### config.mk
export PLATFORM = sky130hd
export DESIGN_NAME = srl_2_prll_deser_flat
export DESIGN_NICKNAME = d
export VERILOG_FILES = /design/src/rtl/srl_2_prll_pkg.sv /design/src/rtl/srl_2_prll_deser_if.sv /design/src/rtl/srl_2_prll_shreg.sv /design/src/rtl/srl_2_prll_deser.sv /design/src/flat_wrapper.sv
export SDC_FILE = /design/constraint.sdc
export NUM_CORES = 1
export LEC_CHECK = 0
export BUFFER_PORTS_ARGS = -buffer_cell sky130_fd_sc_hd__buf_2
export CAP_MARGIN = 20
export CORE_ASPECT_RATIO = 1.2
export CORE_MARGIN = 10
export CORE_UTILIZATION = 38
export CTS_CLUSTER_SIZE = 16
export DETAILED_ROUTE_END_ITERATION = 6
export PLACE_DENSITY_LB_ADDON = 0.05
export SLEW_MARGIN = 5
export SYNTH_ARGS = -nofsm -noshare
export SYNTH_HDL_FRONTEND = slang
export SYNTH_SLANG_ARGS = --single-unit
### constraint.sdc
create_clock -name clk -period 3.9 [get_ports clk]
set_input_delay 0.78 -clock clk [delete_from_list [all_inputs] [get_ports clk]]
set_output_delay 0.78 -clock clk [all_outputs]
set_load 0.005 [all_outputs]
### src/rtl/srl_2_prll_pkg.sv
// Shared definitions for the serial-to-parallel deserializer: FSM state encodings
// and the bit-counter width helper.
package srl_2_prll_pkg;

    typedef enum logic [1:0] {
        ST_IDLE   = 2'd0,
        ST_SHIFT  = 2'd1,
        ST_PARITY = 2'd2
    } state_e;

    // Ceiling log2, used to size the in-frame bit counter.
    function automatic int clog2(input int n);
        int r;
        r = 0;
        while ((1 << r) < n) r++;
        return r;
    endfunction

endpackage

### src/rtl/srl_2_prll_deser_if.sv
// Serial-in / word-out bus of the deserializer. The master drives the serial stream
// and consumer ready; the slave (the deserializer) returns the word and status flags.
interface srl_2_prll_deser_if #(
    parameter int WIDTH = 8
);
    logic             srl_in;
    logic             srl_valid_i;
    logic             srl_start_i;
    logic             ready_i;
    logic [WIDTH-1:0] prll_o;
    logic             valid_o;
    logic             overflow_o;
    logic             parity_err_o;

    modport master (
        output srl_in, srl_valid_i, srl_start_i, ready_i,
        input  prll_o, valid_o, overflow_o, parity_err_o
    );

    modport slave (
        input  srl_in, srl_valid_i, srl_start_i, ready_i,
        output prll_o, valid_o, overflow_o, parity_err_o
    );
endinterface

### src/rtl/srl_2_prll_shreg.sv
// WIDTH-bit shift register; MSB_FIRST selects whether bits enter at the LSB and move up
// (first bit ends in [WIDTH-1]) or enter at the MSB and move down (first bit ends in [0]).
module srl_2_prll_shreg #(
    parameter int WIDTH     = 8,
    parameter int MSB_FIRST = 1
) (
    input  logic             clk,
    input  logic             reset,
    input  logic             shift_en,
    input  logic             clear,
    input  logic             bit_in,
    output logic [WIDTH-1:0] word
);
    logic [WIDTH-1:0] q;
    logic [WIDTH-1:0] base;

    // NOTE: combinational blocks use blocking '=' and assign every output first, so no latch is inferred.
    always_comb begin
        base = clear ? '0 : q;
        word = q;
        if (shift_en) begin
            if (MSB_FIRST != 0) word = {base[WIDTH-2:0], bit_in};
            else                word = {bit_in, base[WIDTH-1:1]};
        end
    end

    // NOTE: sequential state uses non-blocking '<='; the register is small, so it is reset like any flop.
    always_ff @(posedge clk) begin
        if (reset) q <= '0;
        else       q <= word;
    end

endmodule

### src/rtl/srl_2_prll_deser.sv
// Serial-to-parallel deserializer with frame-start resync and a one-entry valid/ready output.
// Define SRL2PRLL_PARITY_EN to append a parity bit to each frame and report parity_err_o.
module srl_2_prll_deser
    import srl_2_prll_pkg::*;
#(
    parameter int WIDTH     = 8,
    parameter int MSB_FIRST = 1,
    parameter int PAR_ODD   = 0
) (
    input  logic                  clk,
    input  logic                  reset,
    srl_2_prll_deser_if.slave     bus
);
    localparam int CW = clog2(WIDTH);
`ifdef SRL2PRLL_PARITY_EN
    localparam bit PARITY_EN = 1'b1;
`else
    localparam bit PARITY_EN = 1'b0;
`endif

    if (WIDTH < 2 || PAR_ODD < 0 || PAR_ODD > 1) begin : g_bad_param
        $error("srl_2_prll_deser: WIDTH must be >= 2 and PAR_ODD 0 or 1");
    end

    state_e           state, state_nxt;
    logic [CW-1:0]    bit_cnt;
    logic             bit_fire, frame_start, last_data_bit;
    logic             shift_en, shift_clr, word_done, load_word;
    logic [WIDTH-1:0] word;

    assign bit_fire      = bus.srl_valid_i;
    assign frame_start   = bus.srl_valid_i && bus.srl_start_i;
    assign last_data_bit = (bit_cnt == CW'(WIDTH - 1));
    assign load_word     = word_done && (!bus.valid_o || bus.ready_i);

    always_ff @(posedge clk) begin
        if (reset) state <= ST_IDLE;
        else       state <= state_nxt;
    end

    always_comb begin
        state_nxt = state;
        unique case (state)
            ST_IDLE:   if (bit_fire) state_nxt = ST_SHIFT;
            ST_SHIFT:  if (frame_start)                  state_nxt = ST_SHIFT;
                       else if (bit_fire && last_data_bit) state_nxt = PARITY_EN ? ST_PARITY : ST_IDLE;
            ST_PARITY: if (frame_start)   state_nxt = ST_SHIFT;
                       else if (bit_fire) state_nxt = ST_IDLE;
            default:   state_nxt = ST_IDLE;
        endcase
    end

    // The parity bit is not shifted in, so the register already holds the data when it arrives.
    always_comb begin
        shift_en  = bit_fire && (state != ST_PARITY || frame_start);
        shift_clr = frame_start || (bit_fire && state == ST_IDLE);
        word_done = bit_fire && !frame_start &&
                    ((state == ST_SHIFT && last_data_bit && !PARITY_EN) || state == ST_PARITY);
    end

    always_ff @(posedge clk) begin
        if (reset)                   bit_cnt <= '0;
        else if (bit_fire) begin
            if (shift_clr)           bit_cnt <= CW'(1);
            else if (state == ST_SHIFT)
                bit_cnt <= last_data_bit ? '0 : bit_cnt + CW'(1);
            else                     bit_cnt <= '0;
        end
    end

    srl_2_prll_shreg #(
        .WIDTH     (WIDTH),
        .MSB_FIRST (MSB_FIRST)
    ) u_shreg (
        .clk      (clk),
        .reset    (reset),
        .shift_en (shift_en),
        .clear    (shift_clr),
        .bit_in   (bus.srl_in),
        .word     (word)
    );

    // A completed word is dropped only when the held one is neither free nor leaving this cycle.
    always_ff @(posedge clk) begin
        if (reset) begin
            bus.prll_o     <= '0;
            bus.valid_o    <= 1'b0;
            bus.overflow_o <= 1'b0;
        end else if (word_done) begin
            if (load_word) begin
                bus.prll_o  <= word;
                bus.valid_o <= 1'b1;
            end else begin
                bus.overflow_o <= 1'b1;
            end
        end else if (bus.valid_o && bus.ready_i) begin
            bus.valid_o <= 1'b0;
        end
    end

`ifdef SRL2PRLL_PARITY_EN
    logic par_bad;
    assign par_bad = ((^word) ^ bus.srl_in) != (PAR_ODD != 0);

    always_ff @(posedge clk) begin
        if (reset)          bus.parity_err_o <= 1'b0;
        else if (load_word) bus.parity_err_o <= par_bad;
    end
`else
    assign bus.parity_err_o = 1'b0;
`endif

endmodule

### src/flat_wrapper.sv
// flat-port wrapper written by rule: the top's interface ports become plain ports
module srl_2_prll_deser_flat import srl_2_prll_pkg::*;
#(
    parameter int WIDTH     = 8,
    parameter int MSB_FIRST = 1,
    parameter int PAR_ODD   = 0
)
  (clk, reset, bus_srl_in, bus_srl_valid_i, bus_srl_start_i, bus_ready_i, bus_prll_o, bus_valid_o, bus_overflow_o, bus_parity_err_o);
  srl_2_prll_deser_if #(.WIDTH(WIDTH)) bus_i ();
  input  logic clk;
  input  logic reset;
  input wire logic [$bits(bus_i.srl_in)-1:0] bus_srl_in;
  input wire logic [$bits(bus_i.srl_valid_i)-1:0] bus_srl_valid_i;
  input wire logic [$bits(bus_i.srl_start_i)-1:0] bus_srl_start_i;
  input wire logic [$bits(bus_i.ready_i)-1:0] bus_ready_i;
  output wire logic [$bits(bus_i.prll_o)-1:0] bus_prll_o;
  output wire logic [$bits(bus_i.valid_o)-1:0] bus_valid_o;
  output wire logic [$bits(bus_i.overflow_o)-1:0] bus_overflow_o;
  output wire logic [$bits(bus_i.parity_err_o)-1:0] bus_parity_err_o;
  assign bus_i.srl_in = bus_srl_in;
  assign bus_i.srl_valid_i = bus_srl_valid_i;
  assign bus_i.srl_start_i = bus_srl_start_i;
  assign bus_i.ready_i = bus_ready_i;
  assign bus_prll_o = bus_i.prll_o;
  assign bus_valid_o = bus_i.valid_o;
  assign bus_overflow_o = bus_i.overflow_o;
  assign bus_parity_err_o = bus_i.parity_err_o;
  srl_2_prll_deser #(.WIDTH(WIDTH), .MSB_FIRST(MSB_FIRST), .PAR_ODD(PAR_ODD)) u_core (.clk(clk), .reset(reset), .bus(bus_i));
endmodule
Yosys cells after proc, flatten, opt, wreduce, memory -nomap -nowiden

Cells that the tools add are included.

Bits in registers: 23

$add $sub $neg: 1
Equality and inequality tests: 8
Mux-type cells: 14
Bitwise operators: 1
Reduce and logical (&&, ||, !) cells: 21

Operators by type and width:

| cell                | number |
|---|---|
| $mux 2              | 5 |
| $logic_and 1x1->1   | 9 |
| $mux 3              | 3 |
| $mux 8              | 1 |
| $mux 7              | 1 |
| $ne 2x2->1 const B  | 3 |
| $pmux 2 s3          | 1 |
| $reduce_and 2->1    | 3 |
| $logic_or 1x1->1    | 4 |
| $add 3x1->3 const B | 1 |
| $eq 3x3->1 const B  | 1 |
| $mux 1              | 3 |
| $ne 3x1->1 const B  | 1 |
| $ne 3x2->1 const B  | 1 |
| $reduce_and 3->1    | 1 |
| $eq 2x1->1 const B  | 1 |
| $eq 2x2->1 const B  | 1 |
| $logic_not 1->1     | 2 |
| $logic_not 2->1     | 1 |
| $reduce_bool 2->1   | 1 |
| $not 1->1           | 1 |

Logic depth before layout (Yosys ltp)

Word-level depth: 7
Depth in mapped cells: 5
Depth with buffers taken out: 4

By module

From an unflattened synthesis, not the netlist that was laid out.

Cell total of the unflattened synthesis: 109
Area total of the unflattened synthesis: 975.9 sq um

Modules (own cells, without submodules):

| module           | instances | cells each | area an instance (sq um) |
|---|---|---|---|
| srl_2_prll_deser | 1         | 67         | 605.6 |
| srl_2_prll_shreg | 1         | 42         | 370.4 |

Worst setup path after synthesis

Ideal clock, no wire load.

Path kind: input port to flip-flop
Start point: input port bus_srl_start_i
End point: register u_core.bus.prll_o[0]
Arrival: 1.662 ns
Data required time: 3.779 ns
Setup slack: 2.116 ns
Stages on the path: 4
Path buffers: 1
Cells stage by stage: and3b_4 > and3b_1 > buf_6 > mux2_4

Longest elaborated chain between the ends: 6
Elaborated cells on any way between the ends: 9
Classes of those cells: mux (1); reduce/logical (8)

RTL lines:

| item                              | line                      | source |
|---|---|---|
| from (decl)                       | flat_wrapper.sv:14        | `input wire logic [$bits(bus_i.srl_start_i)-1:0] bus_srl_start_i;` |
| $logic_and 1x1->1 (*)             | srl_2_prll_deser.sv:32    | `assign frame_start = bus.srl_valid_i && bus.srl_start_i;` |
| $logic_not 1->1                   | srl_2_prll_deser.sv:57    | `word_done = bit_fire && !frame_start &&` |
| $logic_and 1x1->1 (2 in a row)    | srl_2_prll_deser.sv:57    |  |
| $logic_and 1x1->1                 | srl_2_prll_deser.sv:34    | `assign load_word = word_done && (!bus.valid_o \|\| bus.ready_i);` |
| $reduce_and 2->1 (no source line) | n/a                       |  |
| to (signal assigned)              | srl_2_prll_deser.sv:91    | `bus.prll_o <= word;` |
| to (decl)                         | srl_2_prll_deser_if.sv:22 | `output prll_o, valid_o, overflow_o, parity_err_o` |

Mark *: on every way between the ends. The rest lies on a longest branch, timed or not.
A chain may end at the register's enable or synchronous reset.

Worst setup path after layout

Start point: input port bus_srl_valid_i
End point: register u_core.bus.prll_o[0]

Longest elaborated chain between the ends: 6
Elaborated cells on any way between the ends: 9
Classes of those cells: mux (1); reduce/logical (8)

RTL lines:

| item                              | line                   | source |
|---|---|---|
| from (decl)                       | flat_wrapper.sv:13     | `input wire logic [$bits(bus_i.srl_valid_i)-1:0] bus_srl_valid_i;` |
| $logic_and 1x1->1                 | srl_2_prll_deser.sv:32 |  |
| $logic_not 1->1                   | srl_2_prll_deser.sv:57 |  |
| $logic_and 1x1->1 (2 in a row)    | srl_2_prll_deser.sv:57 |  |
| $logic_and 1x1->1                 | srl_2_prll_deser.sv:34 |  |
| $reduce_and 2->1 (no source line) | n/a                    |  |

Several ways; a longest one is shown, not always the timed one.

==> summary.md <==
| Metric | Value |
|---|---|
| Fin nets | `113` |
| Period minus WS final | `1.954 ns` |
| DRT Pass-1 Iters | `2` |
| Flop and latch count out of synthesis | `21` |
| Final setup viols | `0` |
| Clock Path Buffers | `2` |
| Vias in the first global route | `553` |
| Post-synthesis compound-gate area fraction | `7.571%` |
| Post-route ant nets | `0` |
| Status | `finished clean` |
| RSZ-0062 raised after global routing | `no` |
| Input/output buffers | `15` |
| Total negative slack | `0 ns` |
| Detailed placement HPWL | `1.098 mm` |
| Cell taking the most area after synthesis | `dfxtp_1` |
| Final Hold Vio Count | `0` |
| Required time worst endpoint | `4.09 ns` |
| Initial Util | `38.78%` |
| Combinational share of power | `4.6%` |
| Number of synthesized flops with an enable pin | `0` |
| Post-synthesis mux area share | `10.86%` |
| # rows | `19` |
| Crit Path Class | `in2reg` |
| Clock Skew | `0.001129 ns` |
| Pwr Total | `335.1 uW` |
| Synth top cells by count | `21 x dfxtp_1, 14 x nand2b_1, 13 x nor2_1` |
| Synth Warn # | `0` |
| PwrDens | `342.9 nW/um^2` |
| FFs w/ async S/R, synth | `0%` |
| CTS root buffer | `clkbuf_4` |
| Hold Path Class | `reg2reg` |
| Adder-Cell Fraction of Synth Area | `2.857%` |
| Share of cells above drive strength 1 | `19.23%` |
| Syn Nets | `100` |
| Tcrit/Tclk final | `50.11%` |
| CP Capture Type | `register` |
| Core Footprint | `2258 sq um` |
| First-pass GRT wire length | `2.580 mm` |
| Largest family of logic cells by synthesized area | `simple AND/OR/NAND/NOR gates` |
| Most numerous cell in the Yosys netlist | `dfxtp_1` |
| GRT Overall Usage | `7.010%` |
| CTS tree | `done` |
| Sequential power share | `65.2%` |
| Avg Cell Area, Syn | `9.520 sq um` |
| Filler cells | `230` |
| Setup slack after layout | `1.946 ns` |
| Footprint of the multi-input gates | `416.7 sq um` |
| Worst-path fanout max | `13` |
| Synth Instances | `92` |
| Xor/xnor share of the synthesized area | `0%` |
| Mapped cell area | `875.8 sq um` |
| DR vias/cell | `4.341` |
| Cts hold-fix bufs | `0` |
| Inserted Diodes | `0` |
| CP arrival | `2.15 ns` |
| Crit start category | `input port` |
| DR iter-0 viols | `11` |
| Post-CTS Resized | `0` |
| Drt drc | `0` |
| IO Count | `17` |
| Postcts setup bufs | `0` |
| Grt ovf | `0` |
| Clock power frac | `30.2%` |
| Die H | `72.59 um` |
| Post-Place Worst Slack | `1.618 ns` |
| Fmax | `511.7 MHz` |
| Peak VDD IR | `153.2 uV` |
| CTS sink count | `21` |
| Yosys top cell area share | `48.00%` |
| Htree depth | `1` |
| Clock Pin Slew Worst Setup and Hold Paths | `0.11 ns` |
| Pin count of the biggest net entering global routing | `29` |
| Ranking of synthesized cells by area | `dfxtp_1 48%, nand2b_1 10%, mux2i_1 9.1%, nor2b_1 6.4%, nor2_1 5.6%` |
| NetSw | `71.71 uW` |
| Routed WL | `1.551 mm` |
| Simple-gate area share of the yosys netlist | `25.86%` |
| Avg WL per Cell | `11.49 um` |
| Leak | `0.0004001 uW` |
| Max cap viols | `0` |
| Area grow syn2layout | `11.57%` |
| Top FF cell, synth | `dfxtp_1` |
| Post-place instance area | `950.9 sq um` |
| DIE WIDTH | `63.83 um` |
| Die area | `4633 sq um` |
| Num CTS Buffers | `3` |
| Sequential-to-total area share from yosys stat | `48.00%` |
| Clock Latency Late Sink | `0.29 ns` |
| Net Sw Frac | `21.40%` |
| Post-route core utilization | `43.27%` |
| Final Slew Violations | `0` |
| Final GP Congestion | `0.7394` |
| Internal power | `263.4 uW` |
| Vias | `586` |
| Synth cell types | `20` |
| Post-route cell area | `977.2 sq um` |
| Area occupied by registers | `420.4 sq um` |
| Number of antenna violations at the first check in global routing | `0` |
## power by group through the flow
stage | clock [uW] | sequential [uW] | combinational (uW)
final | 101 | 219 | 15.4
after global routing | 119 | 219 | 17.9
after CTS | 108 | 219 | 15.7
after detailed placement | 0 | 223 | 15.8
after global placement | 0 | 223 | 15.5
after floorplan | 0 | 223 | 12.5
## flip-flops by register name (all words and copies together) (netlist names)
name / flops
u_core.bus.prll_o: 8
u_core.u_shreg.q: 7
u_core.bit_cnt: 3
u_core.bus.overflow_o: 1
u_core.bus.valid_o: 1
u_core.state: 1
## worst paths after layout
check	endpoint	start	slack, ns	cells past startpoint
worst min-delay path	u_core.bus.prll_o[1]	u_core.bus.prll_o[1]	0.48	2
worst max-delay path	u_core.bus.prll_o[0]	bus_srl_valid_i	1.95	4
worst min register to register	u_core.bus.prll_o[1]	u_core.bus.prll_o[1]	0.48	2
worst max register to register	u_core.bus.prll_o[0]	u_core.bit_cnt[0]	2.16	4
## kinds of logic (layout without fill, tap and decap cells)
family          Yosys count  count (layout)
buf+inv                   7              19
flops                    21              21
mux                       9               9
other cells               1               1
fa+ha+maj                 2               2
compound gates           12              12
simple gates             40              40
## metrics by stage
| stage | std cells | hold WS (ns) |
|---|---|---|
| 2_1_floorplan | 92 | 0.4475 |
| 3_3_place_gp | 131 | 0.4593 |
| 3_5_place_dp | 131 | 0.4537 |
| 4_1_cts | 135 | 0.4806 |
| 5_1_grt | 135 | 0.5000 |
| 6_report | 135 | 0.4787 |
## worst max-delay path: stages
cell,delay [ns]
buf_2,0.21
and3b_4,0.32
and3b_1,0.50
mux2_4,0.34
## layer usage
metal  vias to the layer above  share of wire (%)  track usage (%)
li1                        321                  -                -
met1                       249                 50            7.890
met2                        12                 42            10.08
met3                         4                6.6            3.379
met4                         0                1.5            5.109
met5                         -                  0                0
## area by class of cell
type                       count  area share (%)
sequential                    21           43.02
multi-input combinational     64           42.64
tap                           31           3.969
clock buffer                   4           2.689
timing repair buffer          15           7.682
## layout by cell type (no fill, tap or decap), drive strengths merged
cell type	n
a211oi	1
a21oi	9
a31oi	1
and2b	1
and3b	2
buf	15
clkbuf	4
conb	1
dfxtp	21
ha	2
mux2	1
mux2i	8
nand2b	14
nor2	13
nor2b	9
nor3	1
o21a	1
Note: power is estimated with default switching activity, not from simulation.
